**config.mk**
```make
export PLATFORM = sky130hd
export DESIGN_NAME = spi_operand_receiver
export DESIGN_NICKNAME = d
export VERILOG_FILES = /design/src/rtl/spi_pkg.sv /design/src/rtl/spi_input_sync.sv /design/src/rtl/spi_operand_receiver.sv
export SDC_FILE = /design/constraint.sdc
export NUM_CORES = 1
export LEC_CHECK = 0
export ABC_CLOCK_PERIOD_IN_PS = 2800
export BUFFER_PORTS_ARGS = -buffer_cell sky130_fd_sc_hd__buf_4
export CELL_PAD_IN_SITES_DETAIL_PLACEMENT = 0
export CELL_PAD_IN_SITES_GLOBAL_PLACEMENT = 1
export CORE_MARGIN = 5
export CORE_UTILIZATION = 50
export DETAILED_ROUTE_END_ITERATION = 12
export GPL_TIMING_DRIVEN = 0
export HOLD_SLACK_MARGIN = 0.05
export PLACE_DENSITY = 0.81
export SLEW_MARGIN = 0
export SYNTH_ARGS = -nofsm -noshare
export SYNTH_HDL_FRONTEND = slang
export SYNTH_HIERARCHICAL = 1
export SYNTH_SLANG_ARGS = --single-unit
```
**constraint.sdc**
```tcl
create_clock -name clk -period 2.8 [get_ports clk]
set_input_delay 0.42 -clock clk [delete_from_list [all_inputs] [get_ports clk]]
set_output_delay 0.42 -clock clk [all_outputs]
set_load 0.01 [all_outputs]
```
**src/rtl/spi_pkg.sv**
```systemverilog
// spi_pkg: shared types and constants for the SPI operand receiver.
//   spi_state_t    : receiver FSM states
//   FRAME_BITS     : fixed frame length in bits
//   DEFAULT_HEADER : default value expected in frame bits [7:4]
//   tx_byte_t      : layout of the readback byte shifted out on MISO
package spi_pkg;

    localparam int         FRAME_BITS     = 8;
    localparam logic [3:0] DEFAULT_HEADER = 4'hA;

    typedef enum logic [1:0] {
        IDLE    = 2'd0,
        SHIFT   = 2'd1,
        CHECK   = 2'd2,
        WAIT_SS = 2'd3
    } spi_state_t;

    // Readback byte: flags in the upper nibble, ALU result in the lower.
    typedef struct packed {
        logic [3:0] flags;
        logic [3:0] result;
    } tx_byte_t;

    function automatic logic header_ok(input logic [7:0] frame, input logic [3:0] hdr);
        return frame[7:4] == hdr;
    endfunction

endpackage

```
**src/rtl/spi_input_sync.sv**
```systemverilog
// spi_input_sync: multi-flop synchroniser plus edge detector for one
// asynchronous SPI input.
//   clk, rst_n : system clock, async active-low reset
//   d          : asynchronous input
//   level      : synchronised level (last synchroniser stage)
//   rise, fall : one-cycle pulses on synchronised edges
module spi_input_sync #(
    parameter int   STAGES    = 2,
    parameter logic RESET_VAL = 1'b0
) (
    input  logic clk,
    input  logic rst_n,
    input  logic d,
    output logic level,
    output logic rise,
    output logic fall
);

    logic [STAGES-1:0] sync;
    logic              dly;

    always_ff @(posedge clk or negedge rst_n) begin
        if (!rst_n) begin
            sync <= {STAGES{RESET_VAL}};
            dly  <= RESET_VAL;
        end else begin
            sync <= {sync[STAGES-2:0], d};
            dly  <= sync[STAGES-1];
        end
    end

    assign level = sync[STAGES-1];
    assign rise  = sync[STAGES-1] & ~dly;
    assign fall  = ~sync[STAGES-1] & dly;

endmodule

```
**src/rtl/spi_operand_receiver.sv**
```systemverilog
// spi_operand_receiver: SPI mode-0 slave receiving one 8-bit frame per
// ss_n assertion ({header[3:0], operand[3:0]}, MSB first) while shifting
// the readback byte tx_data out on MISO.
//   clk, rst_n     : system clock, async active-low reset
//   sclk_in        : SPI clock (async)
//   mosi_in        : SPI data in (async)
//   ss_n_in        : slave select, active low (async)
//   tx_data        : readback byte {flags, result}, captured at frame start
//   miso_out       : SPI data out (0 while idle)
//   operand_out    : last accepted operand
//   operand_valid  : one-cycle pulse, coincident with the new operand_out
//   frame_err      : one-cycle pulse on bad header, short frame or timeout
//   err_count      : saturating count of rejected frames
//   busy           : high whenever the FSM is not idle
//   state_dbg      : current FSM state
//
// Handshake: operand_valid is a strobe with no back-pressure; the consumer
// must take operand_out in the cycle operand_valid is high. operand_out
// stays stable until the next accepted frame.
module spi_operand_receiver
    import spi_pkg::*;
#(
    parameter int         SYNC_STAGES    = 2,
    parameter logic [3:0] HEADER         = DEFAULT_HEADER,
    parameter int         TIMEOUT_CYCLES = 1024
) (
    input  logic       clk,
    input  logic       rst_n,
    input  logic       sclk_in,
    input  logic       mosi_in,
    input  logic       ss_n_in,
    input  logic [7:0] tx_data,
    output logic       miso_out,
    output logic [3:0] operand_out,
    output logic       operand_valid,
    output logic       frame_err,
    output logic [3:0] err_count,
    output logic       busy,
    output logic [1:0] state_dbg
);

    localparam int              CNT_W   = $clog2(FRAME_BITS) + 1;
    localparam int              TMO_W   = (TIMEOUT_CYCLES > 1) ? $clog2(TIMEOUT_CYCLES) : 1;
    localparam logic [CNT_W-1:0] LAST_BIT = CNT_W'(FRAME_BITS - 1);
    localparam logic [TMO_W-1:0] TMO_MAX  = TMO_W'(TIMEOUT_CYCLES - 1);

    // Synchronised inputs
    logic sclk_level, sclk_rise, sclk_fall;
    logic mosi_level, mosi_rise, mosi_fall;
    logic ss_level,   ss_rise,   ss_fall;

    spi_input_sync #(.STAGES(SYNC_STAGES), .RESET_VAL(1'b0)) u_sync_sclk (
        .clk(clk), .rst_n(rst_n), .d(sclk_in),
        .level(sclk_level), .rise(sclk_rise), .fall(sclk_fall)
    );

    spi_input_sync #(.STAGES(SYNC_STAGES), .RESET_VAL(1'b0)) u_sync_mosi (
        .clk(clk), .rst_n(rst_n), .d(mosi_in),
        .level(mosi_level), .rise(mosi_rise), .fall(mosi_fall)
    );

    spi_input_sync #(.STAGES(SYNC_STAGES), .RESET_VAL(1'b1)) u_sync_ss (
        .clk(clk), .rst_n(rst_n), .d(ss_n_in),
        .level(ss_level), .rise(ss_rise), .fall(ss_fall)
    );

    // Only the sclk edges, the mosi level and the ss_n edges/level matter.
    logic unused_sync;
    assign unused_sync = ^{sclk_level, mosi_rise, mosi_fall};

    // State
    spi_state_t       state, state_n;
    logic [CNT_W-1:0] bit_cnt, bit_cnt_n;
    logic [7:0]       rx_shift, rx_shift_n;
    logic [7:0]       tx_shift, tx_shift_n;
    logic [TMO_W-1:0] tmo_cnt, tmo_cnt_n;
    logic [3:0]       operand_n;
    logic             valid_n, err_n;
    logic             last_bit;

    assign last_bit = sclk_rise && (bit_cnt == LAST_BIT);

    always_ff @(posedge clk or negedge rst_n) begin
        if (!rst_n) begin
            state         <= IDLE;
            bit_cnt       <= '0;
            rx_shift      <= '0;
            tx_shift      <= '0;
            tmo_cnt       <= '0;
            operand_out   <= '0;
            operand_valid <= 1'b0;
            frame_err     <= 1'b0;
            err_count     <= '0;
        end else begin
            state         <= state_n;
            bit_cnt       <= bit_cnt_n;
            rx_shift      <= rx_shift_n;
            tx_shift      <= tx_shift_n;
            tmo_cnt       <= tmo_cnt_n;
            operand_out   <= operand_n;
            operand_valid <= valid_n;
            frame_err     <= err_n;
            if (err_n && (err_count != 4'hF)) begin
                err_count <= err_count + 4'd1;
            end
        end
    end

    // The header decision is made as the FSM enters CHECK so that the
    // registered valid/error pulse and the new operand_out appear together
    // during the single CHECK cycle.
    always_comb begin
        state_n    = state;
        bit_cnt_n  = bit_cnt;
        rx_shift_n = rx_shift;
        tx_shift_n = tx_shift;
        tmo_cnt_n  = tmo_cnt;
        operand_n  = operand_out;
        valid_n    = 1'b0;
        err_n      = 1'b0;

        case (state)
            IDLE: begin
                if (ss_fall) begin
                    state_n    = SHIFT;
                    bit_cnt_n  = '0;
                    tmo_cnt_n  = '0;
                    tx_shift_n = tx_data;
                end
            end

            SHIFT: begin
                if (last_bit) begin
                    // Completes the frame even if ss_n rises in the same cycle.
                    rx_shift_n = {rx_shift[6:0], mosi_level};
                    bit_cnt_n  = bit_cnt + CNT_W'(1);
                    tmo_cnt_n  = '0;
                    state_n    = CHECK;
                    if (header_ok(rx_shift_n, HEADER)) begin
                        valid_n   = 1'b1;
                        operand_n = rx_shift_n[3:0];
                    end else begin
                        err_n = 1'b1;
                    end
                end else if (ss_rise) begin
                    err_n   = 1'b1;
                    state_n = IDLE;
                end else if (sclk_rise) begin
                    rx_shift_n = {rx_shift[6:0], mosi_level};
                    bit_cnt_n  = bit_cnt + CNT_W'(1);
                    tmo_cnt_n  = '0;
                end else if (sclk_fall) begin
                    tx_shift_n = {tx_shift[6:0], 1'b0};
                    tmo_cnt_n  = '0;
                end else if (tmo_cnt == TMO_MAX) begin
                    err_n   = 1'b1;
                    state_n = WAIT_SS;
                end else begin
                    tmo_cnt_n = tmo_cnt + TMO_W'(1);
                end
            end

            CHECK: begin
                state_n = WAIT_SS;
            end

            WAIT_SS: begin
                // Level test covers both a rising edge and ss_n already high.
                if (ss_level) begin
                    state_n = IDLE;
                end
            end

            default: begin
                state_n = IDLE;
            end
        endcase
    end

    assign miso_out  = (state == IDLE) ? 1'b0 : tx_shift[7];
    assign busy      = (state != IDLE);
    assign state_dbg = state;

endmodule

```
# After elaboration in Yosys (flattened, before gate mapping)
# Index checks and enable logic that the tools add are counted.
[totals]
ff_bits = 49
out_inout_bits = 14
inputBits = 13
elab_cells = 97
[classes]
bitwise = 8
addsub = 3
n_eq_ne = 20
reduce_logical = 12
muxes = 40
[op_table]
columns = ["cell", "n"]
rows = [
  ["$mux 10", 6],
  ["$mux 8", 5],
  ["$mux 7", 3],
  ["$pmux 10 s2", 1],
  ["$mux 4", 4],
  ["$ne 4x4->1 const B", 4],
  ["$pmux 8 s2", 1],
  ["$mux 2", 7],
  ["$mux 1", 11],
  ["$add 10x1->10 const B", 1],
  ["$eq 10x10->1 const B", 1],
  ["$ne 2x2->1 const B", 5],
  ["$add 4x1->4 const B", 2],
  ["$pmux 2 s4", 1],
  ["$pmux 4 s2", 1],
  ["$reduce_and 4->1", 2],
  ["$ne 3x3->1 const B", 2],
  ["$reduce_and 3->1", 2],
  ["$reduce_and 6->1", 1],
  ["$reduce_bool 2->1", 3],
  ["$ne 5x5->1 const B", 1],
  ["$reduce_and 5->1", 1],
  ["$and 1x1->1", 4],
  ["$eq 2x2->1 const B", 2],
  ["7 further kinds", 12],
]

# Longest topological paths before layout
[logic_depth]
ltp_word = 8
ltp_mapped = 7

# Hierarchy
# The synthesis kept the hierarchy.
[modules_own_cells]
columns = ["mod", "cells_per_inst", "instances", "area_per_inst_um2"]
rows = [
  ["spi_operand_receiver", 196, 1, 2163.3],
  ["spi_input_sync (u_sync_mosi ...)", 5, 2, 90.1],
  ["spi_input_sync (u_sync_ss)", 5, 1, 93.8],
]

# Least setup slack after synthesis
# Ideal clock, no wire load.
[synth_path]
path_type = "flip-flop to flip-flop"
start = "register u_sync_sclk.sync[1]"
end = "register err_count[3]"
arrival_time_ns = 1.697
period_less_slack_ns = 1.821
n_path_buf = 1
stages_incl_launch_ff = 7
path_slack_ns = 0.979
cell_sequence = "dfrtp_1 nor2b_1 buf_6 nand4bb_2 o311ai_4 nor3b_2 mux2_2"
[synth_between]
elab_cells_between_ends = 10
classes_between = "mux: 5; bitwise: 3; reduce/logical: 2"
[synth_lines]
columns = ["element", "line", "text"]
rows = [
  ["from (decl)", "spi_input_sync.sv:19", "logic [STAGES-1:0] sync;"],
  ["from (signal assigned)", "spi_input_sync.sv:24", "sync <= {STAGES{RESET_VAL}};"],
  ["from (signal assigned)", "spi_input_sync.sv:27", "sync <= {sync[STAGES-2:0], d};"],
  ["$and 1x1->1 *", "spi_input_sync.sv:33", "assign rise = sync[STAGES-1] & ~dly;"],
  ["net sclk_rise", "spi_operand_receiver.sv:48", "logic sclk_level, sclk_rise, sclk_fall;"],
  ["$mux 1", "spi_operand_receiver.sv:148", "end else if (sclk_rise) begin"],
  ["$mux 1", "spi_operand_receiver.sv:145", "end else if (ss_rise) begin"],
  ["$mux 1 *", "spi_operand_receiver.sv:133", "if (last_bit) begin"],
  ["$mux 1 *", "spi_operand_receiver.sv:122", "case (state)"],
  ["$logic_and 1x1->1 *", "spi_operand_receiver.sv:103", "if (err_n && (err_count != 4'hF)) begin"],
  ["to (signal assigned)", "spi_operand_receiver.sv:104", "err_count <= err_count + 4'd1;"],
  ["to (decl)", "spi_operand_receiver.sv:37", "output logic [3:0] err_count,"],
]
# Mark *: on every way through the listed nets, which the timed path passes. The rest lies on a longest branch.
# A chain may end at the register's enable or synchronous reset.

# Worst setup path after layout
[layout_path]
start = "register tmo_cnt[0]"
end = "register err_count[3]"
[layout_between]
elab_chain_len = 8
[layout_rtl]
columns = ["element", "line", "text"]
rows = [
  ["from (decl)", "spi_operand_receiver.sv:76", "logic [TMO_W-1:0] tmo_cnt, tmo_cnt_n;"],
  ["from (signal assigned)", "spi_operand_receiver.sv:99", "tmo_cnt <= tmo_cnt_n;"],
  ["$eq 10x10->1", "spi_operand_receiver.sv:155", "end else if (tmo_cnt == TMO_MAX) begin"],
  ["$mux 1", "spi_operand_receiver.sv:155", ""],
  ["$mux 1", "spi_operand_receiver.sv:152", "end else if (sclk_fall) begin"],
  ["$mux 1", "spi_operand_receiver.sv:148", ""],
  ["$mux 1", "spi_operand_receiver.sv:145", ""],
  ["$mux 1", "spi_operand_receiver.sv:133", ""],
  ["$mux 1", "spi_operand_receiver.sv:122", ""],
  ["$logic_and 1x1->1", "spi_operand_receiver.sv:103", ""],
]
# Every way passes these cells.

==> run metrics <==
Setup CP Type=reg -> reg; initial antenna violation count=0; layout cells sized above 1=28.51%; nets=257; Slew @ Worst Pin=683.3 ps; Clk pwr share=17.6%; worst hold slack=128.0 ps; Clock transition at path regs=90 ps; Resized cells post-CTS=0; fin util=58.56%; Post-Synthesis Cell Area=2397 µm²; Ports=27; worst-path fanout max=6; Sw Share=35.73%; Post-Layout Inst Area=2748 µm²; clock skew=6.054 ps; worst path cell trace=ha_1, nand3_1, o311ai_4, nor3b_2, mux2_2; largest net degree at the start of global routing=50; core box area=4692 µm²; final setup margin=813.0 ps; DR vias=1,639; critical path arrival=2180 ps; # rows=25; PD cells=832.9 nW/µm²; RD Place Congestion=0.7256; Die H=79.25 µm; Initial DRT Pass Iterations=4; Leakage Power=0.001295 µW; Warnings, synthesis=6; worst skew pair latency=300 ps; Fin Setup TNS=0 ps; mean post-synth cell area=11.53 µm²; number of antenna diodes=0; GRT overflow=0; first-pass GRT wire length=7.721 mm; TritonCTS Buffers=5; Die Area=6280 µm²; Worst path slowest cell=o311ai_4; Die Wd=79.25 µm; RSZ-0062 raised after global routing=false; worst vdd ir=0.4774 mV; Max Buffers Root-to-Sink=2; drt drc=0; Slew Limit Headroom=54.33%; clock root buffer=clkbuf_8; Final HPWL DP=3.070 mm; starting density of the core=51.09%; CP peak stage delay=420 ps; number of global-route vias before repair=1,693; DP Area=2660 µm²; Fin. Hold Viols=0; Cells after Synth=208; crit path time final=1987 ps; final slew viol count=0; cts hold-fix bufs=0; Avg WL per Cell=14.68 µm; setup bufs post-CTS=0; Final period util=70.96%; final setup vio count=0; Routed Antenna Nets=0; Layout area overhead=14.61%; CTS tree=done; P_sw=817.7 µW; HP Class=in -> async; sequential share of power=45.4%; total of max-cap violations=0; htree depth=2; Pint=1471 µW; clk sinks=49; Achievable Freq=503.3 MHz; synthesized net count=224; Comb power frac=37.0%; startpoint types=register; outcome=finished, final reports clean; DRT iter0 DRCs=90; Worst setup EP type=register; drt via density=5.537; Critical Path RT=2990 ps; DP Worst Slack=835.0 ps; WL final=4.345 mm; IO buf count=26; GRT Total Usage=15.56%
[state kept, by name (all words and copies together) (netlist names), named ones only]
| name | cells |
|---|---|
| operand_valid | 1 |
| state_dbg | 1 |
| u_sync_sclk/dly | 1 |
| operand_out | 4 |
| bit_cnt | 4 |
| u_sync_mosi/sync | 2 |
| u_sync_ss/dly | 1 |
| rx_shift | 7 |
| err_count | 4 |
| tx_shift | 8 |
| frame_err | 1 |
| tmo_cnt | 10 |
| u_sync_sclk/sync | 2 |
| u_sync_ss/sync | 2 |
[power groups by stage]
| stage | combinational (µW) | clock, µW | sequential [µW] |
|---|---|---|---|
| 2_1_floorplan | 590 | 0 | 1040 |
| 3_3_place_gp | 846 | 0 | 1050 |
| 4_1_cts | 860 | 422 | 1040 |
| 6_report | 846 | 403 | 1040 |
| 3_5_place_dp | 859 | 0 | 1060 |
| 5_1_grt | 952 | 448 | 1070 |
[final timing paths]
| check | start | endpoint | slack (ps) | cells past startpoint |
|---|---|---|---|---|
| max | tmo_cnt[0] | err_count[3] | 810 | 5 |
| min | rst_n | tmo_cnt[4] | 130 | 1 |
| max reg2reg | tmo_cnt[0] | err_count[3] | 810 | 5 |
| min reg2reg | u_sync_ss/sync[0] | u_sync_ss/sync[1] | 350 | 0 |
| max in group asynchronous | rst_n | tx_shift[7] | 2280 | 1 |
| min in group clk | mosi_in | u_sync_mosi/sync[0] | 230 | 1 |
[worst max-delay path: cells and delay by family (launching register included)]
kind            cells  cell delay, ps
simple gates        2             500
fa+ha+maj           1             240
mux                 1             340
compound gates      1             420
flops               1             380
[final cells by class]
type                       count  area (µm²)
multi-input combinational    143        1091
buffer                         8       46.29
tap                           54       67.56
clock buffer                   6       72.57
sequential                    49        1230
clock inverter                 2       15.01
inverter                       8       30.03
fill                         404        1944
timing repair buffer          26       195.2
[metal layers]
layer,global-route usage [%],up-vias,share of wire [%]
met2,24.92,24,46
met4,4.639,0,1.4
met1,20.89,789,50
met5,0,-,0
met3,3.855,4,2.8
li1,-,822,-
[placed cells by master, fill, tap and decap left out, types with 3 or more instances in the layout]
| cell | n |
|---|---|
| or3_1 | 3 |
| xnor2_1 | 3 |
| clkbuf_8 | 5 |
| dfstp_2 | 3 |
| inv_1 | 8 |
| a31oi_1 | 8 |
| a22o_1 | 4 |
| a21oi_1 | 4 |
| buf_4 | 27 |
| mux2_4 | 5 |
| o211ai_1 | 5 |
| nor3_1 | 3 |
| nor2_1 | 13 |
| o21ai_0 | 6 |
| nand3_1 | 8 |
| nand2_1 | 21 |
| buf_2 | 4 |
| nor2b_1 | 5 |
| mux2_2 | 10 |
| dfrtp_1 | 46 |
| nand2b_1 | 4 |
| clkbuf_1 | 3 |
| ha_1 | 3 |
[per-stage QoR]
step,std cells,total power (µW)
floorplan,208,1629
global placement,288,1895
detailed placement,288,1914
CTS,296,2325
global route,296,2473
finish,296,2288
Power figures use the tool's default switching activity.
